<file path="config.mk">
export PLATFORM = sky130hd
export DESIGN_NAME = fifo_ctrl_16
export DESIGN_NICKNAME = d
export VERILOG_FILES = /design/src/rtl/fifo_pkg.sv /design/src/rtl/fifo_ptr.sv /design/src/rtl/fifo_ctrl_16.sv
export SDC_FILE = /design/constraint.sdc
export NUM_CORES = 1
export LEC_CHECK = 0
export CORE_UTILIZATION = 40
export CTS_CLUSTER_SIZE = 28
export DETAILED_ROUTE_END_ITERATION = 10
export GPL_ROUTABILITY_DRIVEN = 0
export PLACE_DENSITY = 0.82
export SLEW_MARGIN = 0
export SYNTH_ARGS = -nofsm -noshare
export SYNTH_HDL_FRONTEND = slang
export SYNTH_SLANG_ARGS = --single-unit
</file>
<file path="constraint.sdc">
create_clock -name clk -period 2.49 [get_ports clk]
set_clock_uncertainty 0.15 [all_clocks]
set_input_delay 0.498 -clock clk [delete_from_list [all_inputs] [get_ports clk]]
set_output_delay 0.498 -clock clk [all_outputs]
set_load 0.02 [all_outputs]
</file>
<file path="src/rtl/fifo_pkg.sv">
// Shared defaults for the FIFO controller: data width, depth, address width
// and the almost-full / almost-empty thresholds.
package fifo_pkg;

    localparam int FIFO_WIDTH    = 8;
    localparam int FIFO_DEPTH    = 16;
    localparam int FIFO_ADDR     = 4;
    localparam int FIFO_AF_LEVEL = 14;
    localparam int FIFO_AE_LEVEL = 2;

endpackage : fifo_pkg

</file>
<file path="src/rtl/fifo_ptr.sv">
// Wrapping W-bit pointer with enable and asynchronous reset; the MSB is the
// lap bit that separates full from empty when the address bits match.
module fifo_ptr #(
    parameter int W = 5
) (
    input  logic         clk,
    input  logic         rst,
    input  logic         en_i,
    output logic [W-1:0] ptr_o
);

    logic [W-1:0] ptr_q;
    logic [W-1:0] ptr_d;

    assign ptr_d = ptr_q + {{(W-1){1'b0}}, 1'b1};

    always_ff @(posedge clk or posedge rst) begin
        if (rst) begin
            ptr_q <= '0;
        end else if (en_i) begin
            ptr_q <= ptr_d;
        end
    end

    assign ptr_o = ptr_q;

endmodule : fifo_ptr

</file>
<file path="src/rtl/fifo_ctrl_16.sv">
// FIFO controller for an external 16x8 synchronous RAM: gates push/pop into
// RAM enables, tracks occupancy and keeps sticky overflow/underflow flags.
module fifo_ctrl_16
    import fifo_pkg::*;
#(
    parameter int WIDTH    = FIFO_WIDTH,
    parameter int DEPTH    = FIFO_DEPTH,
    parameter int ADDR     = FIFO_ADDR,
    parameter int AF_LEVEL = FIFO_AF_LEVEL,
    parameter int AE_LEVEL = FIFO_AE_LEVEL
) (
    input  logic             clk,
    input  logic             rst,
    input  logic             push,
    input  logic             pop,
    input  logic [WIDTH-1:0] wr_data,
    input  logic             clr_err,
    output logic             We,
    output logic             Re,
    output logic [ADDR-1:0]  Wr_addr,
    output logic [ADDR-1:0]  Rd_addr,
    output logic [WIDTH-1:0] data_in,
    output logic             rd_valid,
    output logic             full,
    output logic             empty,
    output logic             almost_full,
    output logic             almost_empty,
    output logic             overflow,
    output logic             underflow,
    output logic [ADDR:0]    count
);

    // A threshold above capacity could never be reached, so clamp it.
    localparam int            AF_CLAMP = (AF_LEVEL > DEPTH) ? DEPTH : AF_LEVEL;
    localparam logic [ADDR:0] AF_THR   = AF_CLAMP[ADDR:0];
    localparam logic [ADDR:0] AE_THR   = AE_LEVEL[ADDR:0];

    logic [ADDR:0] wr_ptr;
    logic [ADDR:0] rd_ptr;
    logic          we_acc;
    logic          re_acc;

    logic rd_valid_q, rd_valid_d;
    logic ovf_q, ovf_d;
    logic unf_q, unf_d;

    // Full blocks the push and empty blocks the pop, so a read never hits
    // the slot being written in the same cycle.
    assign we_acc = push & ~full;
    assign re_acc = pop & ~empty;

    fifo_ptr #(.W(ADDR + 1)) u_wr_ptr (
        .clk   (clk),
        .rst   (rst),
        .en_i  (we_acc),
        .ptr_o (wr_ptr)
    );

    fifo_ptr #(.W(ADDR + 1)) u_rd_ptr (
        .clk   (clk),
        .rst   (rst),
        .en_i  (re_acc),
        .ptr_o (rd_ptr)
    );

    assign empty = (wr_ptr == rd_ptr);
    assign full  = (wr_ptr[ADDR-1:0] == rd_ptr[ADDR-1:0]) &&
                   (wr_ptr[ADDR] != rd_ptr[ADDR]);
    assign count = wr_ptr - rd_ptr;

    assign almost_full  = (count >= AF_THR);
    assign almost_empty = (count <= AE_THR);

    assign We      = we_acc;
    assign Re      = re_acc;
    assign Wr_addr = wr_ptr[ADDR-1:0];
    assign Rd_addr = rd_ptr[ADDR-1:0];
    assign data_in = wr_data;

    // A new error in the same cycle as clr_err keeps the flag set.
    always_comb begin
        rd_valid_d = re_acc;
        ovf_d      = (ovf_q & ~clr_err) | (push & full);
        unf_d      = (unf_q & ~clr_err) | (pop & empty);
    end

    always_ff @(posedge clk or posedge rst) begin
        if (rst) begin
            rd_valid_q <= 1'b0;
            ovf_q      <= 1'b0;
            unf_q      <= 1'b0;
        end else begin
            rd_valid_q <= rd_valid_d;
            ovf_q      <= ovf_d;
            unf_q      <= unf_d;
        end
    end

    assign rd_valid  = rd_valid_q;
    assign overflow  = ovf_q;
    assign underflow = unf_q;

endmodule : fifo_ctrl_16

</file>
Word level (Yosys, flattened, before mapping)
Cells that the tools add are included.

Reductions and logical operators: 1. $add $sub $neg: 3. Bitwise operators: 11. Shifts and indexed selects: 0. Magnitude comparators: 2. Muxes and demuxes: 0. Equal/unequal tests: 3. $mul: 0. Div/mod/pow operators: 0.

Operators by type and width (number): $add 5x1->5 const B (2); $and 1x1->1 (6); $eq 5x5->1 (1); $ge 5x4->1 const B (1); $le 5x2->1 const B (1); $sub 5x5->5 (1); $eq 4x4->1 (1); $not 1->1 (3); $or 1x1->1 (2); $logic_and 1x1->1 (1); $ne 1x1->1 (1).

Input port bits: 13. Output and inout bits: 30. RAM bits: 0. Memory bits (read-only): 0. Logic and storage cells: 25. Register bits: 13. Latch bits: 0. Memories kept: 0.

Longest topological paths before layout
Gate-level depths: netlist of the first run.

Depth after elaboration: 4. Gate-level depth with buffers: 7. Gate-level depth less buffers: 7.

By module
Synthesis of the first run repeated with hierarchy kept, for this count alone.

Cells, all modules: 77. Area total of the unflattened synthesis: 802.0 µm².

Modules (own cells, without submodules): fifo_ptr (times used 2, cells each 15, area an instance 203.9 µm²); fifo_ctrl_16 (times used 1, cells each 47, area an instance 394.1 µm²).

Worst setup path before layout of the first run
OpenSTA, ideal clock, no wires.

Path kind: flip-flop to output port. Start point: register u_wr_ptr.ptr_q[0] (netlist: u_wr_ptr.ptr_o[0]). End point: output almost_full. Cell stages (with the launch flop): 8. Buffers on the path: 0. Arrival time: 2.156 ns. Slack: -0.314 ns. Path through: dfrtp_1 inv_1 ha_1 inv_1 fa_1 xor2_1 nand2_1 o32ai_1.

Word-level cells in the longest chain between the ends: 2.

Ends and longest elaborated chain: start: declaration (line fifo_ptr.sv:12) `logic [W-1:0] ptr_q;`; start signal: assignment (line fifo_ptr.sv:21) `ptr_q <= ptr_d;`; $sub 5x5->5 (line fifo_ctrl_16.sv:69) `assign count = wr_ptr - rd_ptr;`; via count[2] (line fifo_ctrl_16.sv:30) `output logic [ADDR:0] count`; $ge 5x4->1 (line fifo_ctrl_16.sv:71) `assign almost_full = (count >= AF_THR);`; end: declaration (line fifo_ctrl_16.sv:26) `output logic almost_full,`.

The timed path passes the listed nets, and every way through them passes these cells.

Worst setup path in the final report of the first run
Start point: register u_wr_ptr.ptr_q[0] (netlist: u_wr_ptr.ptr_o[0]). End point: output almost_full.

Word-level cells in the longest chain between the ends: 2.

Ends and longest elaborated chain (line): $sub 5x5->5 (fifo_ctrl_16.sv:69); $ge 5x4->1 (fifo_ctrl_16.sv:71).

No other way between the ends.

==> results of run 1 <==
[sequential cells by signal, indices dropped and copies added, names as in the netlist]
register	flops
rd_valid	1
u_wr_ptr.ptr_o	5
underflow	1
u_rd_ptr.ptr_o	5
overflow	1
[Yosys cell counts (2+ instances only)]
cell type	n
dfrtp_1	13
and3_1	3
buf_4	16
inv_1	10
xnor2_1	9
a21oi_1	4
o211ai_1	5
ha_1	6
a22o_1	2
o21ai_2	2
nor2_1	4
[area by class of cell]
type                            instances  area, um2
Clock buffer                            4       26.3
Fill cell                             181        820
Inverter                               10       37.5
Multi-Input combinational cell         51        526
Sequential cell                        13        325
Tap cell                               28       35.0
Timing Repair Buffer                   50        422
[worst max-delay path, cell delays in order (launching register included)]
cell and delay, ps:
dfrtp_1 380, inv_1 60, ha_2 180, inv_2 40
fa_2 370, xor2_2 210, nand2_2 100, o32ai_4 210
buf_6 150
[metal layers]
metal  track usage  share of wire  vias up
met5             0              0        -
met3        0.0309          0.047        4
met2         0.371           0.55       24
met4        0.0714         0.0047        0
li1              -              -      367
met1         0.197           0.40      387
[path summary, 6_finish.rpt]
| check | from | to | slack (ps) | depth (start not counted) |
|---|---|---|---|---|
| hold reg to reg | overflow | overflow | 370 | 1 |
| setup reg to reg | u_wr_ptr.ptr_o[3] | u_rd_ptr.ptr_o[1] | 550 | 7 |
| setup / recovery | u_wr_ptr.ptr_o[0] | almost_full | -140 | 8 |
| min in group asynchronous | rst | rd_valid | 400 | 2 |
| hold / removal | overflow | overflow | 370 | 1 |
| max in group asynchronous | rst | u_wr_ptr.ptr_o[2] | 1450 | 2 |
[through the flow]
step / cell area, um2 / util / std cells / TNS, ps
6_report: 1370 / 0.626 / 156 / -284
5_1_grt: 1370 / 0.626 / 156 / -494
4_1_cts: 1360 / 0.620 / 155 / -246
3_5_place_dp: 1290 / 0.588 / 150 / -1210
3_3_place_gp: 1290 / 0.588 / 150 / -892
2_1_floorplan: 948 / - / 90 / 0
[cells by family after synthesis]
| logic type | Yosys count | synth area share |
|---|---|---|
| xor+xnor | 11 | 0.113 |
| buf+inv | 26 | 0.171 |
| simple gates | 14 | 0.0923 |
| flops | 13 | 0.353 |
| fa+ha+maj | 7 | 0.103 |
| compound gates | 17 | 0.140 |
| mux | 2 | 0.0285 |
[what timing repair did]
item	4_1_cts	5_1_grt
endpoints found under the hold margin	0	0
setup buffers	1	1
endpoints found under the setup margin	10	10
pin swaps	1	4
gates resized for setup	39	18
==> flow_metrics.py, run 1 <==
metrics = {
    "cells_and_area": {
        "layout-drive-gt1-share": 0.445,
        "final_cell_mix": "24 x buf_4, 16 x clkdlybuf4s50_1, 13 x dfrtp_1",
        "fin_nets": 149,
        "diodes": 0,
        "area_growth_pct": 48.7,
        "layout_commonest_cell": "buf_4",
    },
    "clock_network": {
        "cts_sinks": 13,
        "path_clk_slew_ps": 80,
        "cts_buffer_depth": 2,
        "cts_buffers": 3,
        "clk-insertion-delay-late_ps": 270,
        "root_buffer": "clkbuf_4",
        "hold_buffers": 0,
        "cts_max_level": 1,
        "cts_tree": "built",
    },
    "sta": {
        "rsz0062_at_grt": "yes",
        "fin_ws_ps": -141,
        "slew_headroom": 0.667,
        "hold_viol": 0,
        "hold_ws_ps": 371,
        "fmax_mhz": 380,
        "drv_slew": 0,
        "setup_viol": 3,
        "min_period_ps": 2630,
        "period_share": 1.06,
        "max_slew.worst_pin.slew_ps": 500,
    },
    "placement": {
        "pre_cts_ws_ps": -335,
        "io_buffers": 26,
        "dp_hpwl_um": 1590,
    },
    "routing": {
        "initialDrtViolationCount": 8,
        "wl_per_cell_um": 13.8,
        "dr.pass1.iters": 6,
        "ant_nets": 0,
        "drcViolationCount": 0,
        "routed_wl_um": 2150,
        "viasPerCell": 5.01,
        "vias": 782,
    },
    "yosys": {
        "synthesis.area_um2": 922,
        "synth_top_area_frac": 0.353,
        "synth_nets": 110,
        "synth_warnings": 0,
        "synthArstFlopShare": 1.00,
        "avgSynthCellArea_um2": 10.2,
        "synth_edf_count": 0,
        "synthFlopType": "dfrtp_1",
        "yosysSeqAreaShare": 0.353,
        "synth_cell_types": 27,
        "synth_top_cell_by_area": "dfrtp_1",
        "yosys-top-cells-area": "dfrtp_1 35%, buf_4 13%, xnor2_1 8.5%, ha_1 8.1%, inv_1 4.1%",
        "synthCells": 90,
        "ys_ff_latch": 13,
    },
    "global_route": {
        "antenna_found_initial": 0,
        "grt_pass1_wl_um": 3720,
        "grt_max_degree": 14,
        "grt_pass1_vias": 898,
        "grt_usage": 0.191,
        "overflow": 0,
    },
    "critical_path": {
        "cp.arrival_ps": 1980,
        "required_ps": 1840,
        "worstPathMaxFanout": 3,
        "critPathLaunchType": "flop",
        "end_kind": "output port",
        "timing_worst_setup_path_type": "flop to output port",
    },
    "floorplanning": {
        "io_pins": 43,
        "die_area_mm2": 0.00250,
        "start_util": 0.421,
        "core_mm2": 0.00219,
        "rows": 17,
        "die_x_um": 50.0,
        "die_h_um": 50.0,
    },
    "outcome": {
        "outcome": "finished, violations left",
        "violations": "negative setup slack",
    },
    "flow_run": {
        "drv_cap": 0,
    },
    "min_path": {
        "hp-class": "flop to flop",
    },
}
Power of run 1 is not shown: default switching activity piles up to over one toggle a cycle in this logic, so the estimate is an artifact.
==> run 2, diff against run 1 <==
- CORE_UTILIZATION: 40 -> 42
- CTS_BUF_LIST: not set -> sky130_fd_sc_hd__clkbuf_4 sky130_fd_sc_hd__clkbuf_8
- PLACE_DENSITY: 0.82 -> 0.86
==> flow_metrics.py, run 2 (synthesized netlist as in run 1, its figures left out) <==
metrics = {
    "outcome": {
        "outcome": "finished, violations left",
        "violations": "negative setup slack",
    },
    "routing": {
        "ant_nets": 0,
        "vias": 770,
        "top_layer": "met4",
        "initialDrtViolationCount": 0,
        "routed_wl_um": 2110,
        "wl_per_cell_um": 13.5,
        "drcViolationCount": 0,
        "wl_met3_um": 81,
        "dr.pass1.iters": 1,
        "dr_wl_met2_um": 1230,
        "m1WireLength_um": 776,
        "viasPerCell": 4.94,
    },
    "cells_and_area": {
        "layout-drive-gt1-share": 0.457,
        "fin_nets": 150,
        "post-route-util": 0.693,
        "final_cell_mix": "24 x buf_4, 16 x clkdlybuf4s50_1, 13 x dfrtp_1",
        "layout_commonest_cell": "buf_4",
        "diodes": 0,
        "area_growth_pct": 52.0,
    },
    "sta": {
        "max_slew.worst_pin.slew_ps": 506,
        "fmax_mhz": 381,
        "fin_ws_ps": -134,
        "rsz0062_at_grt": "yes",
        "slew_headroom": 0.662,
        "drv_slew": 0,
        "setup_viol": 4,
        "period_share": 1.05,
        "min_period_ps": 2620,
        "hold_viol": 0,
    },
    "placement": {
        "io_buffers": 26,
        "pre_cts_ws_ps": -331,
        "dp_hpwl_um": 1610,
    },
    "clock_network": {
        "hold_buffers": 0,
        "root_buffer": "clkbuf_4",
        "cts_tree": "built",
        "cts_buffer_depth": 2,
        "path_clk_slew_ps": 80,
        "cts_buffers": 3,
        "cts_max_level": 1,
        "cts_sinks": 13,
        "clk-insertion-delay-late_ps": 270,
    },
    "critical_path": {
        "timing_worst_setup_path_type": "flop to output port",
        "cpMaxStageDelayCell": "dfrtp_1",
        "slowest_delay_ps": 380,
        "crit_chain": "inv_1 > ha_2 > inv_2 > fa_2 > xor2_2 > nand2_2 > o32ai_4 > buf_6",
        "cp.arrival_ps": 1980,
        "required_ps": 1840,
        "worstPathMaxFanout": 3,
        "end_kind": "output port",
        "critPathLaunchType": "flop",
    },
    "global_route": {
        "grt_pass1_wl_um": 3590,
        "antenna_found_initial": 0,
        "grt_max_degree": 14,
        "overflow": 0,
        "grt_pass1_vias": 859,
        "grt_usage": 0.199,
    },
    "floorplanning": {
        "die_area_mm2": 0.00239,
        "rows": 16,
        "core_mm2": 0.00202,
        "start_util": 0.456,
        "io_pins": 43,
        "die_h_um": 48.9,
        "die_x_um": 48.9,
    },
    "min_path": {
        "hp-class": "flop to flop",
    },
    "flow_run": {
        "drv_cap": 0,
    },
}
## run 2: cell count changes in the layout (fill, tap and decap cells not counted), sizes merged
| cell | previous run | this run |
|---|---|---|
| buf | 29 | 30 |
| clkbuf | 8 | 4 |
| clkdlybuf4s15 | 1 | 3 |
| clkinv | 0 | 1 |
| dlygate4sd2 | 0 | 1 |
## run 2: stage by stage
step | std cells | area [um2] | hold WS (ps) | setup TNS, ps
floorplan | 90 | 948 | 225 | 0
global placement | 149 | 1290 | 342 | -772
detailed placement | 149 | 1290 | 351 | -1110
CTS | 155 | 1380 | 375 | -216
global route | 156 | 1400 | 383 | -797
finish | 156 | 1400 | 367 | -298
## run 2: path summary, 6_finish.rpt
check / startpoint / end / slack, ps / cells past startpoint
worst max register to register: u_wr_ptr.ptr_o[1] / u_rd_ptr.ptr_o[1] / 540 / 7
worst max-delay path: u_wr_ptr.ptr_o[0] / almost_full / -130 / 8
worst min-delay path: overflow / overflow / 370 / 1
max in group asynchronous: rst / u_rd_ptr.ptr_o[2] / 1450 / 2
worst min register to register: overflow / overflow / 370 / 1
min in group asynchronous: rst / underflow / 390 / 2
## run 2: worst max-delay path: cells and delay by family, from the launching register on
family / cells / cell delay, ps
AOI/OAI and AO/OA: 1 / 210
xor gates and xnor gates: 1 / 210
adders and majority gates: 2 / 560
buffers and inverters: 3 / 250
DFF: 1 / 380
and+or+nand+nor: 1 / 100
## run 2: what timing repair did
action	4_1_cts	5_1_grt
endpoints found under the setup margin	10	10
resized for setup	48	9
pin swaps	2	1
setup buffers	2	2
## run 2: routing by layer
layer  global-route usage  vias to the layer above
met5                    0                        -
met3               0.0249                        8
met2                0.373                       21
met1                0.212                      369
met4                0.118                        0
li1                     -                      372
## run 2: cell type report
class,instances,area (um2)
well taps,27,33.8
multi-input cells,51,528
clock inverters,1,5.00
inverters,10,37.5
clock buffers,3,22.5
fillers,155,621
repair buffers,51,449
flip-flops and latches,13,325
Power of run 2 is left out for the same reason.
